[src/rtl/sar_search_ctrl_pkg.sv]
//==============================================================================
// Module : sar_search_ctrl_pkg
// Brief  : Shared FSM state encoding and comparator code constants for the
//          successive-approximation search controller.
// Rev    : 1.0  initial release
//==============================================================================
`timescale 1ns/1ps
`default_nettype none

package sar_search_ctrl_pkg;

   typedef enum logic [1:0] {
      IDLE   = 2'd0,
      SETTLE = 2'd1,
      DECIDE = 2'd2,
      DONE   = 2'd3
   } sar_state_t;

   // Comparator code ordering is {aeqb, agtb, altb}
   localparam logic [2:0] CMP_EQ = 3'b100;
   localparam logic [2:0] CMP_GT = 3'b010;
   localparam logic [2:0] CMP_LT = 3'b001;

endpackage

`default_nettype wire

[src/rtl/sar_search_ctrl.sv]
//==============================================================================
// Module : sar_search_ctrl
// Brief  : Successive-approximation search controller; drives a trial operand
//          into a magnitude comparator and resolves the unknown operand.
// Rev    : 1.0  initial release
//==============================================================================
`timescale 1ns/1ps
`default_nettype none

module sar_search_ctrl
   import sar_search_ctrl_pkg::*;
#(
   parameter int WIDTH         = 4,
   parameter int SETTLE_CYCLES = 0
) (
   input  logic             clk,
   input  logic             rst_n,
   input  logic             start,
   input  logic             cmp_aeqb,
   input  logic             cmp_agtb,
   input  logic             cmp_altb,
   output logic [WIDTH-1:0] trial,
   output logic             busy,
   output logic             done,
   output logic             err,
   output logic [WIDTH-1:0] result
);

   localparam int c_cnt_w = (SETTLE_CYCLES > 0) ? $clog2(SETTLE_CYCLES + 1) : 1;
   localparam int c_idx_w = (WIDTH > 1) ? $clog2(WIDTH) : 1;

   localparam logic [c_cnt_w-1:0] c_cnt_load = c_cnt_w'(SETTLE_CYCLES);
   localparam logic [c_cnt_w-1:0] c_cnt_one  = c_cnt_w'(1);
   localparam logic [c_idx_w-1:0] c_idx_init = c_idx_w'(WIDTH - 1);
   localparam logic [c_idx_w-1:0] c_idx_one  = c_idx_w'(1);

   sar_state_t         r_state, w_state_nxt, w_go_state;
   logic [WIDTH-1:0]   r_trial, w_trial_nxt, w_trial_upd;
   logic [WIDTH-1:0]   r_result, w_result_nxt;
   logic [c_idx_w-1:0] r_idx, w_idx_nxt;
   logic [c_cnt_w-1:0] r_cnt, w_cnt_nxt;
   logic               r_busy, w_busy_nxt;
   logic               r_done, w_done_nxt;
   logic               r_err, w_err_nxt;
   logic [2:0]         w_code;

   always_ff @(posedge clk or negedge rst_n) begin
      if (!rst_n) begin
         r_state  <= IDLE;
         r_trial  <= '0;
         r_result <= '0;
         r_idx    <= '0;
         r_cnt    <= '0;
         r_busy   <= 1'b0;
         r_done   <= 1'b0;
         r_err    <= 1'b0;
      end else begin
         r_state  <= w_state_nxt;
         r_trial  <= w_trial_nxt;
         r_result <= w_result_nxt;
         r_idx    <= w_idx_nxt;
         r_cnt    <= w_cnt_nxt;
         r_busy   <= w_busy_nxt;
         r_done   <= w_done_nxt;
         r_err    <= w_err_nxt;
      end
   end

   always_comb begin
      w_state_nxt  = r_state;
      w_trial_nxt  = r_trial;
      w_trial_upd  = r_trial;
      w_result_nxt = r_result;
      w_idx_nxt    = r_idx;
      w_cnt_nxt    = r_cnt;
      w_busy_nxt   = r_busy;
      w_done_nxt   = 1'b0;
      w_err_nxt    = 1'b0;
      w_code       = {cmp_aeqb, cmp_agtb, cmp_altb};
      w_go_state   = (SETTLE_CYCLES > 0) ? SETTLE : DECIDE;

      case (r_state)
         IDLE, DONE: begin
            if (start) begin
               w_trial_nxt            = '0;
               w_trial_nxt[WIDTH-1]   = 1'b1;
               w_idx_nxt              = c_idx_init;
               w_cnt_nxt              = c_cnt_load;
               w_busy_nxt             = 1'b1;
               w_state_nxt            = w_go_state;
            end
         end
         SETTLE: begin
            w_cnt_nxt = r_cnt - c_cnt_one;
            if (w_cnt_nxt == '0) begin
               w_state_nxt = DECIDE;
            end
         end
         DECIDE: begin
            case (w_code)
               CMP_EQ: begin
                  w_result_nxt = r_trial;
                  w_done_nxt   = 1'b1;
                  w_busy_nxt   = 1'b0;
                  w_state_nxt  = DONE;
               end
               CMP_GT, CMP_LT: begin
                  // Data below the trial means the trial bit under test is too big
                  if (w_code == CMP_LT) begin
                     w_trial_upd[r_idx] = 1'b0;
                  end
                  if (r_idx == '0) begin
                     w_trial_nxt  = w_trial_upd;
                     w_result_nxt = w_trial_upd;
                     w_done_nxt   = 1'b1;
                     w_busy_nxt   = 1'b0;
                     w_state_nxt  = DONE;
                  end else begin
                     w_trial_upd[r_idx - c_idx_one] = 1'b1;
                     w_trial_nxt = w_trial_upd;
                     w_idx_nxt   = r_idx - c_idx_one;
                     w_cnt_nxt   = c_cnt_load;
                     w_state_nxt = w_go_state;
                  end
               end
               default: begin
                  w_err_nxt   = 1'b1;
                  w_busy_nxt  = 1'b0;
                  w_state_nxt = IDLE;
               end
            endcase
         end
         default: begin
            w_state_nxt = IDLE;
         end
      endcase
   end

   assign trial  = r_trial;
   assign result = r_result;
   assign busy   = r_busy;
   assign done   = r_done;
   assign err    = r_err;

endmodule

`default_nettype wire

[config.mk]
export PLATFORM = sky130hd
export DESIGN_NAME = sar_search_ctrl
export DESIGN_NICKNAME = d
export VERILOG_FILES = /design/src/rtl/sar_search_ctrl_pkg.sv /design/src/rtl/sar_search_ctrl.sv
export SDC_FILE = /design/constraint.sdc
export NUM_CORES = 1
export LEC_CHECK = 0
export ABC_AREA = 1
export BUFFER_PORTS_ARGS = -buffer_cell sky130_fd_sc_hd__buf_2
export CAP_MARGIN = 10
export CORE_UTILIZATION = 45
export CTS_CLUSTER_DIAMETER = 40
export DETAILED_ROUTE_END_ITERATION = 6
export GPL_TIMING_DRIVEN = 0
export PLACE_DENSITY = 0.71
export SLEW_MARGIN = 5
export SYNTH_ARGS = -nofsm -noshare
export SYNTH_HDL_FRONTEND = slang
export SYNTH_SLANG_ARGS = --single-unit
[constraint.sdc]
create_clock -name clk -period 3.4 [get_ports clk]
set_input_delay 0.17 -clock clk [delete_from_list [all_inputs] [get_ports clk]]
set_output_delay 0.17 -clock clk [all_outputs]
set_load 0.01 [all_outputs]
==> results of run 1 <==
-- worst reg2reg max path: stages, from the launching register on --
cell	delay, ns
dfrtp_1	0.39
inv_1	0.06
ha_1	0.30
nand2_1	0.16
o21a_1	0.27
nand3_1	0.14
nand2_1	0.08
nand2_1	0.05
-- placed cells by master, fill, tap and decap left out, types with 2 or more instances in the layout --
| cell | instances |
|---|---|
| clkbuf_4 | 3 |
| nand2_1 | 54 |
| nand3_1 | 13 |
| nand2_2 | 3 |
| inv_1 | 17 |
| o21ai_1 | 2 |
| ha_1 | 6 |
| dfrtp_1 | 16 |
| inv_2 | 2 |
| buf_2 | 16 |
| nand2_4 | 3 |
| nand4_1 | 3 |
| nor2_1 | 3 |
-- cells by family after synthesis --
| logic type | Yosys count | share of synthesized area |
|---|---|---|
| AOI/OAI and AO/OA | 3 | 0.01802 |
| and+or+nand+nor | 83 | 0.4054 |
| buffers and inverters | 20 | 0.08751 |
| adders and majority gates | 6 | 0.07722 |
| DFF | 16 | 0.4118 |
-- state kept, by name (all words and copies together), names as in the netlist --
register / flops
busy: 1
r_idx: 2
result: 4
trial: 4
err: 1
done: 1
r_cnt: 1
r_state: 2
-- per-layer routing --
metal  global-route usage  vias up  part of all wire  routed length (um)
met5                    0        -                 0                   0
met4              0.04412        0            0.0067                  12
met3              0.06918        4             0.052                  94
met2               0.2911       18              0.49                 886
met1               0.2008      366              0.45                 803
li1                     -      438                 -                   -
-- what timing repair did --
item / in CTS / in global routing
endpoints found under the setup margin: 0 / 0
hold endpoints to repair: 16 / 0
hold buffers: 1 / 0
-- path summary, 6_finish.rpt --
check / endpoint / startpoint / cells past startpoint
worst max-delay path: r_idx[0] / r_state[0] / 7
worst min-delay path: err / cmp_agtb / 3
worst max register to register: r_idx[0] / r_state[0] / 7
worst min register to register: busy / busy / 2
max in group asynchronous: result[1] / rst_n / 2
min in group asynchronous: r_cnt / rst_n / 2
-- stage by stage --
step | util | hold WS, ns | power [mW] | instance area [um2]
floorplan | - | -0.1256 | 0.7370 | 972.2
global placement | 0.5425 | 0.09844 | 0.8641 | 1086
detailed placement | 0.5425 | 0.1043 | 0.8809 | 1086
CTS | 0.5588 | 0.2267 | 0.9854 | 1119
global route | 0.5588 | 0.2430 | 1.074 | 1119
finish | 0.5588 | 0.2317 | 0.9760 | 1119
-- area by class of cell --
cell class	instances	share of cell area
inverters	19	0.06376
multi-input cells	92	0.4351
plain buffers	1	0.01230
clock buffers	3	0.02013
repair buffers	17	0.08054
flip-flops and latches	16	0.3579
well taps	27	0.03020
-- report_power, final --
| part | total [mW] | internal [mW] | switching, mW |
|---|---|---|---|
| registers | 0.332 | 0.274 | 0.0584 |
| logic | 0.546 | 0.207 | 0.339 |
| clock network | 0.0975 | 0.0412 | 0.0563 |
| total | 0.976 | 0.522 | 0.454 |
==> run summary, run 1 <==
Run status
* outcome: finished clean

Global route
* vias in the first global route: 727
* residual overflow from global routing: 0
* initial antenna violation count: 0
* first-pass GRT wire length: 3056 um
* overall fraction of global-route tracks in use: 0.1713
* largest net degree at the start of global routing: 17

Yosys
* summed instance area of the synthesized netlist: 972.2 um2
* cell type contributing the most total cell area after synthesis: dfrtp_1
* fraction of synthesized cell area taken by the top area cell type: 0.4118
* fraction of registers with async set or reset after synthesis: 1.000
* number of synthesized register bits: 16
* post-synthesis area per instance: 7.595 um2
* number of standard cells after synthesis: 128
* top area cells in the synthesized netlist: dfrtp_1 (41%), nand2_1 (21%), ha_1 (7.7%)
* count of yosys warnings during synthesis: 0
* unique cell type count in the Yosys netlist: 17
* Post-synth EDFFs: 0
* Synth top cells by count: nand2_1 (54), inv_1 (17), dfrtp_1 (16)
* Net Count, Synth: 140
* dominant synthesized flop cell: dfrtp_1
* share of the yosys chip area belonging to registers: 0.4118
* most instantiated library cell after synthesis: nand2_1

Route
* Routed Wire Length: 1797 um
* first-pass iteration count of the detailed router: 4
* vias post-DR: 826
* number of vias per cell: 4.720
* number of DRC markers in iteration 0: 8
* Post-route DRC: 0
* DR WL/cell: 10.27 um
* antenna violation net count after detailed routing: 0

Floorplan
* Core ar.: 0.002002 mm2
* Die Footprint: 0.002350 mm2
* horizontal extent of the die: 48.48 um
* num rows: 16
* initial core utilization: 0.4856
* Die Y-Extent: 48.48 um
* io pins: 17

Placement
* dpl hpwl: 1404 um
* placed cells: 171
* final weighted congestion in routability-driven placement: 0.8684
* pre-CTS setup slack: 1.895 ns
* Port Buffer Count: 16

STA
* count of final setup violators: 0
* maximum clock frequency: 0.6502 GHz
* number of hold violations in the final report: 0
* Period Utilization, post-route: 0.4524
* RSZ-0062 raised after global routing: no
* Setup TNS: 0 ns
* shortest period the worst path allows: 1.538 ns
* crit path setup slack, layout: 1.862 ns
* actual transition at the worst max-transition pin: 0.3571 ns
* Worst Clk Skew: 0.006375 ns
* Rel. slew slack: 0.7619
* final-report max-slew violation count: 0

Clock network
* clock network latency to the later pin of the worst-skew pair: 0.29 ns
* root buffer cell: clkbuf_4
* cts bufs inserted: 3
* register clock-pin slew on the reported worst setup and hold paths: 0.09 ns
* total number of clock tree sinks: 16
* H-tree levels: 1
* CTS tree: done
* number of setup buffers added after CTS: 0
* clk buf depth: 2
* cts repair resizes: 0

Setup path
* required time worst endpoint: 3.59 ns
* Top cell by count, worst path: nand2_1
* largest incremental delay on the critical path: 0.39 ns
* worst reg2reg setup slack: 1.86 ns
* sequence of cells on the critical path: inv_1, ha_1, nand2_1, o21a_1, nand3_1, nand2_1, nand2_1
* category of the critical setup timing path: flip-flop to flip-flop
* CP max stage cell: dfrtp_1
* Critical Path Source Type: flip-flop
* category of cells accounting for the largest share of critical-path delay: simple AND/OR/NAND/NOR gates
* data arrival time of the critical path: 1.73 ns
* Worst Path Max Fanout: 5
* critical path endpoint category: flip-flop
* Bufs and invs on worst path: 1

Power and ir drop
* leakage power total: 0.6855 nW
* pwr/cell area: 872.5 mW/mm2
* IR drop worst, VDD: 0.4057 mV

Finish
* area of the multi-input gates: 486.7 um2
* area growth from synthesis to layout: 15.06%
* Final Net Count: 162
* sequential standard cell area: 400.4 um2
* post-layout instance count excluding filler cells: 175
* # fillers: 197
* diodes inserted: 0
* fraction of layout instances using a drive strength above 1: 0.2095

Job
* # Max-Cap Violations: 0

Worst hold path
* Worst Hold Class: input port to flip-flop

(Power assumes the default switching activity.)
==> run 2, diff against run 1 <==
PLACE_DENSITY = 0.74   (was 0.71)
clock period = 1.25 ns   (was 3.4 ns; I/O delays follow)
==> run summary, run 2 (synthesis gave the netlist of run 1 again) <==
Run status
* outcome: finished with violations
* violated checks: setup timing

Finish
* # fillers: 188
* post-layout instance count excluding filler cells: 180
* area growth from synthesis to layout: 26.38%
* Design Area, Final: 0.001229 mm2
* most common library cell in the layout ignoring fill and taps: nand2_1
* diodes inserted: 0
* Final Net Count: 166
* final core utilization: 0.6138
* fraction of layout instances using a drive strength above 1: 0.3333
* commonest cells after routing, fill and taps aside: nand2_1 (49), buf_2 (16), inv_1 (14), dfrtp_1 (14), nand3_1 (12)

Setup path
* category of the critical setup timing path: flip-flop to flip-flop
* number of cell instances on the worst register-to-register path: 7
* required time worst endpoint: 1.44 ns
* Crit Reg-Reg Startpoint: r_state[1]
* Worst Path Max Fanout: 5
* data arrival time of the critical path: 1.47 ns
* critical path endpoint category: flip-flop
* R2R Path End: trial[3]
* worst reg2reg setup slack: -0.03 ns
* Critical Path Source Type: flip-flop

Worst hold path
* start point of the worst min-delay path: cmp_agtb
* Worst Hold Class: input port to flip-flop
* endpoint with the worst hold slack: err
* number of cells on the worst hold path: 3

Power and ir drop
* pwr/cell area: 2505 mW/mm2
* Tot Pwr: 3.078 mW
* leakage power total: 0.7201 nW
* IR drop worst, VDD: 1.184 mV

Clock network
* cts bufs inserted: 3
* CTS tree: done
* clk buf depth: 2
* root buffer cell: clkbuf_4
* total number of clock tree sinks: 16
* H-tree levels: 1
* register clock-pin slew on the reported worst setup and hold paths: 0.10 ns
* clock network latency to the later pin of the worst-skew pair: 0.29 ns

Route
* number of vias per cell: 4.789
* vias post-DR: 862
* antenna violation net count after detailed routing: 0
* Post-route DRC: 0
* number of DRC markers in iteration 0: 24
* first-pass iteration count of the detailed router: 4
* DR WL/cell: 10.60 um
* Routed Wire Length: 1908 um

Global route
* overall fraction of global-route tracks in use: 0.1873
* largest net degree at the start of global routing: 17
* first-pass GRT wire length: 3456 um
* vias in the first global route: 801
* residual overflow from global routing: 0
* initial antenna violation count: 0

Floorplan
* horizontal extent of the die: 48.48 um
* Die Y-Extent: 48.48 um
* Die Footprint: 0.002350 mm2
* io pins: 17
* Core ar.: 0.002002 mm2
* initial core utilization: 0.4856
* num rows: 16

STA
* Period Utilization, post-route: 1.027
* Worst Clk Skew: 0.004176 ns
* Setup TNS: -0.05288 ns
* shortest period the worst path allows: 1.284 ns
* actual transition at the worst max-transition pin: 0.3505 ns
* Rel. slew slack: 0.7664
* maximum clock frequency: 0.7787 GHz
* RSZ-0062 raised after global routing: yes
* final-report max-slew violation count: 0
* crit path setup slack, layout: -0.03426 ns
* number of hold violations in the final report: 0
* count of final setup violators: 2

Placement
* placed cells: 171
* final weighted congestion in routability-driven placement: 0.8877
* dpl hpwl: 1413 um
* Port Buffer Count: 16
* placed instance area: 0.001109 mm2

Job
* # Max-Cap Violations: 0

## run 2: metal layers
layer,GRT usage,share of wire
met5,0,0
met4,0.07353,0.012
met3,0.01887,0.045
met2,0.3146,0.48
met1,0.2490,0.46
## run 2: worst max-delay path by stage
stage                          start  cells after the start        to
after detailed placement    r_idx[0]                      8  trial[1]
after global routing      r_state[0]                      8  trial[3]
final                     r_state[1]                      7  trial[3]
after global placement      r_idx[0]                      8  trial[1]
after CTS                 r_state[1]                      7  r_idx[0]
after floorplan             r_idx[0]                      8  trial[1]
## run 2: power by group
| group | total, mW | switching (mW) | leakage, nW | internal [mW] |
|---|---|---|---|---|
| clock network | 0.344 | 0.166 | 0.0210 | 0.177 |
| logic | 1.82 | 1.04 | 0.494 | 0.785 |
| registers | 0.914 | 0.162 | 0.205 | 0.752 |
## run 2: repair_timing
item	in CTS	in global routing
hold endpoints to repair	16	0
pin swaps	6	6
resized for setup	7	9
setup endpoints to repair	13	14
hold buffers	1	0
buffers inserted	2	2
## run 2: cell type report
cell class | instances | area [um2] | area share
sequential | 16 | 402.9 | 0.3279
tap | 27 | 33.78 | 0.02749
timing repair buffer | 21 | 120.1 | 0.09776
clock buffer | 4 | 36.28 | 0.02953
multi-input combinational | 92 | 549.3 | 0.4470
inverter | 19 | 71.32 | 0.05804
buffer | 1 | 15.01 | 0.01222
## run 2: critical path, cell delays in order (launching register included)
cell	delay [ns]
dfrtp_2	0.45
ha_4	0.30
nand2_4	0.06
o21a_4	0.14
nand2_4	0.10
inv_2	0.04
nand2_1	0.05
nand2_1	0.04
## run 2: per-stage QoR
stage	hold WS, ns	worst slack (ns)
after global routing	0.1502	-0.1017
final	0.1130	-0.03426
after CTS	0.1121	-0.01938
after global placement	-0.01004	-0.08955
after floorplan	-0.2331	0.02467
after detailed placement	-0.007125	-0.1079
==> run 3, diff against run 2 <==
RECOVER_POWER = 100   (was default)
==> run summary, run 3 (synthesis gave the netlist of run 1 again) <==
Run status
* outcome: finished with violations
* violated checks: setup timing

STA
* crit path setup slack, layout: -0.03354 ns
* shortest period the worst path allows: 1.284 ns
* RSZ-0062 raised after global routing: yes
* maximum clock frequency: 0.7791 GHz
* number of hold violations in the final report: 0
* actual transition at the worst max-transition pin: 0.8386 ns
* Worst Clk Skew: 0.004060 ns
* count of final setup violators: 2
* Rel. slew slack: 0.4409
* final-report max-slew violation count: 0
* Period Utilization, post-route: 1.027

Power and ir drop
* leakage power total: 0.6781 nW
* Tot Pwr: 3.044 mW
* IR drop worst, VDD: 1.183 mV
* pwr/cell area: 2511 mW/mm2

Floorplan
* Core ar.: 0.002002 mm2
* Die Footprint: 0.002350 mm2
* num rows: 16
* Die Y-Extent: 48.48 um
* horizontal extent of the die: 48.48 um
* io pins: 17
* initial core utilization: 0.4856

Global route
* largest net degree at the start of global routing: 17
* first-pass GRT wire length: 3456 um
* initial antenna violation count: 0
* residual overflow from global routing: 0
* vias in the first global route: 801
* overall fraction of global-route tracks in use: 0.1873

Finish
* # fillers: 188
* fraction of layout instances using a drive strength above 1: 0.2549
* post-layout instance count excluding filler cells: 180
* commonest cells after routing, fill and taps aside: nand2_1 (49), inv_1 (14), dfrtp_1 (14)
* sequential standard cell area: 402.9 um2
* Final Net Count: 166
* area of the multi-input gates: 546.8 um2
* diodes inserted: 0
* area growth from synthesis to layout: 24.71%
* most common library cell in the layout ignoring fill and taps: nand2_1

Clock network
* CTS tree: done
* register clock-pin slew on the reported worst setup and hold paths: 0.10 ns
* root buffer cell: clkbuf_4
* total number of clock tree sinks: 16
* H-tree levels: 1
* clock network latency to the later pin of the worst-skew pair: 0.29 ns
* cts bufs inserted: 3
* clk buf depth: 2

Route
* number of DRC markers in iteration 0: 21
* DR WL/cell: 10.64 um
* first-pass iteration count of the detailed router: 4
* vias post-DR: 859
* number of vias per cell: 4.772
* Routed Wire Length: 1916 um
* Post-route DRC: 0
* antenna violation net count after detailed routing: 0

Job
* # Max-Cap Violations: 0

Worst hold path
* number of cells on the worst hold path: 3
* Worst Hold Class: input port to flip-flop

Placement
* dpl hpwl: 1413 um
* Port Buffer Count: 16
* final weighted congestion in routability-driven placement: 0.8877
* placed cells: 171

Setup path
* required time worst endpoint: 1.44 ns
* Worst Path Max Fanout: 5
* number of cell instances on the worst register-to-register path: 7
* data arrival time of the critical path: 1.47 ns
* worst reg2reg setup slack: -0.03 ns
* critical path endpoint category: flip-flop
* category of the critical setup timing path: flip-flop to flip-flop
* Critical Path Source Type: flip-flop

run 3: changes by cell type in the layout (fill, tap and decap cells not counted), sizes merged:
cell	previous run	this run
buf	21	10
clkbuf	4	15
run 3: critical path, stage by stage, from the launching register on:
cell	delay [ns]
dfrtp_2	0.45
ha_4	0.30
nand2_4	0.06
o21a_4	0.14
nand2_4	0.10
inv_2	0.04
nand2_1	0.05
nand2_1	0.04
run 3: repair_timing:
item,in CTS,in global routing
hold endpoints to repair,16,0
pin swaps,6,6
endpoints found under the setup margin,13,14
buffers inserted,2,2
gates cloned,0,0
resized for setup,7,9
hold buffers,1,0
run 3: routing by layer:
| layer | track usage | part of all wire | wire length (um) |
|---|---|---|---|
| met1 | 0.2490 | 0.46 | 888 |
| met2 | 0.3146 | 0.48 | 925 |
| met3 | 0.01887 | 0.041 | 78 |
| met4 | 0.07353 | 0.012 | 23 |
| met5 | 0 | 0 | 0 |
run 3: path summary, 6_finish.rpt:
path | from | end
max | r_state[1] | trial[3]
min | cmp_agtb | err
max reg2reg | r_state[1] | trial[3]
min reg2reg | busy | busy
max in group asynchronous | rst_n | r_idx[1]
min in group asynchronous | rst_n | r_state[0]
run 3: cell type report:
cell class / instances / area share
buffer: 1 / 0.01238
clock buffer: 4 / 0.02993
inverter: 19 / 0.05882
multi-input combinational: 92 / 0.4510
sequential: 16 / 0.3323
tap: 27 / 0.02786
timing repair buffer: 21 / 0.08772
run 3: stage by stage:
stage | area, um2 | hold WS [ns] | setup TNS [ns] | setup slack, ns | utilization
after floorplan | 994.7 | -0.2331 | 0 | 0.02467 | -
after global placement | 1109 | -0.01004 | -0.5249 | -0.08955 | 0.5538
after detailed placement | 1109 | -0.007125 | -0.7763 | -0.1079 | 0.5538
after global routing | 1212 | 0.1965 | -0.9693 | -0.1017 | 0.6056
after CTS | 1197 | 0.1121 | -0.03553 | -0.01938 | 0.5981
final | 1212 | 0.1420 | -0.05159 | -0.03354 | 0.6056
run 3: power by group:
part           internal [mW]  leakage (nW)  switching (mW)
clock                  0.177        0.0210           0.167
combinational          0.747         0.452            1.03
sequential             0.752         0.205           0.168
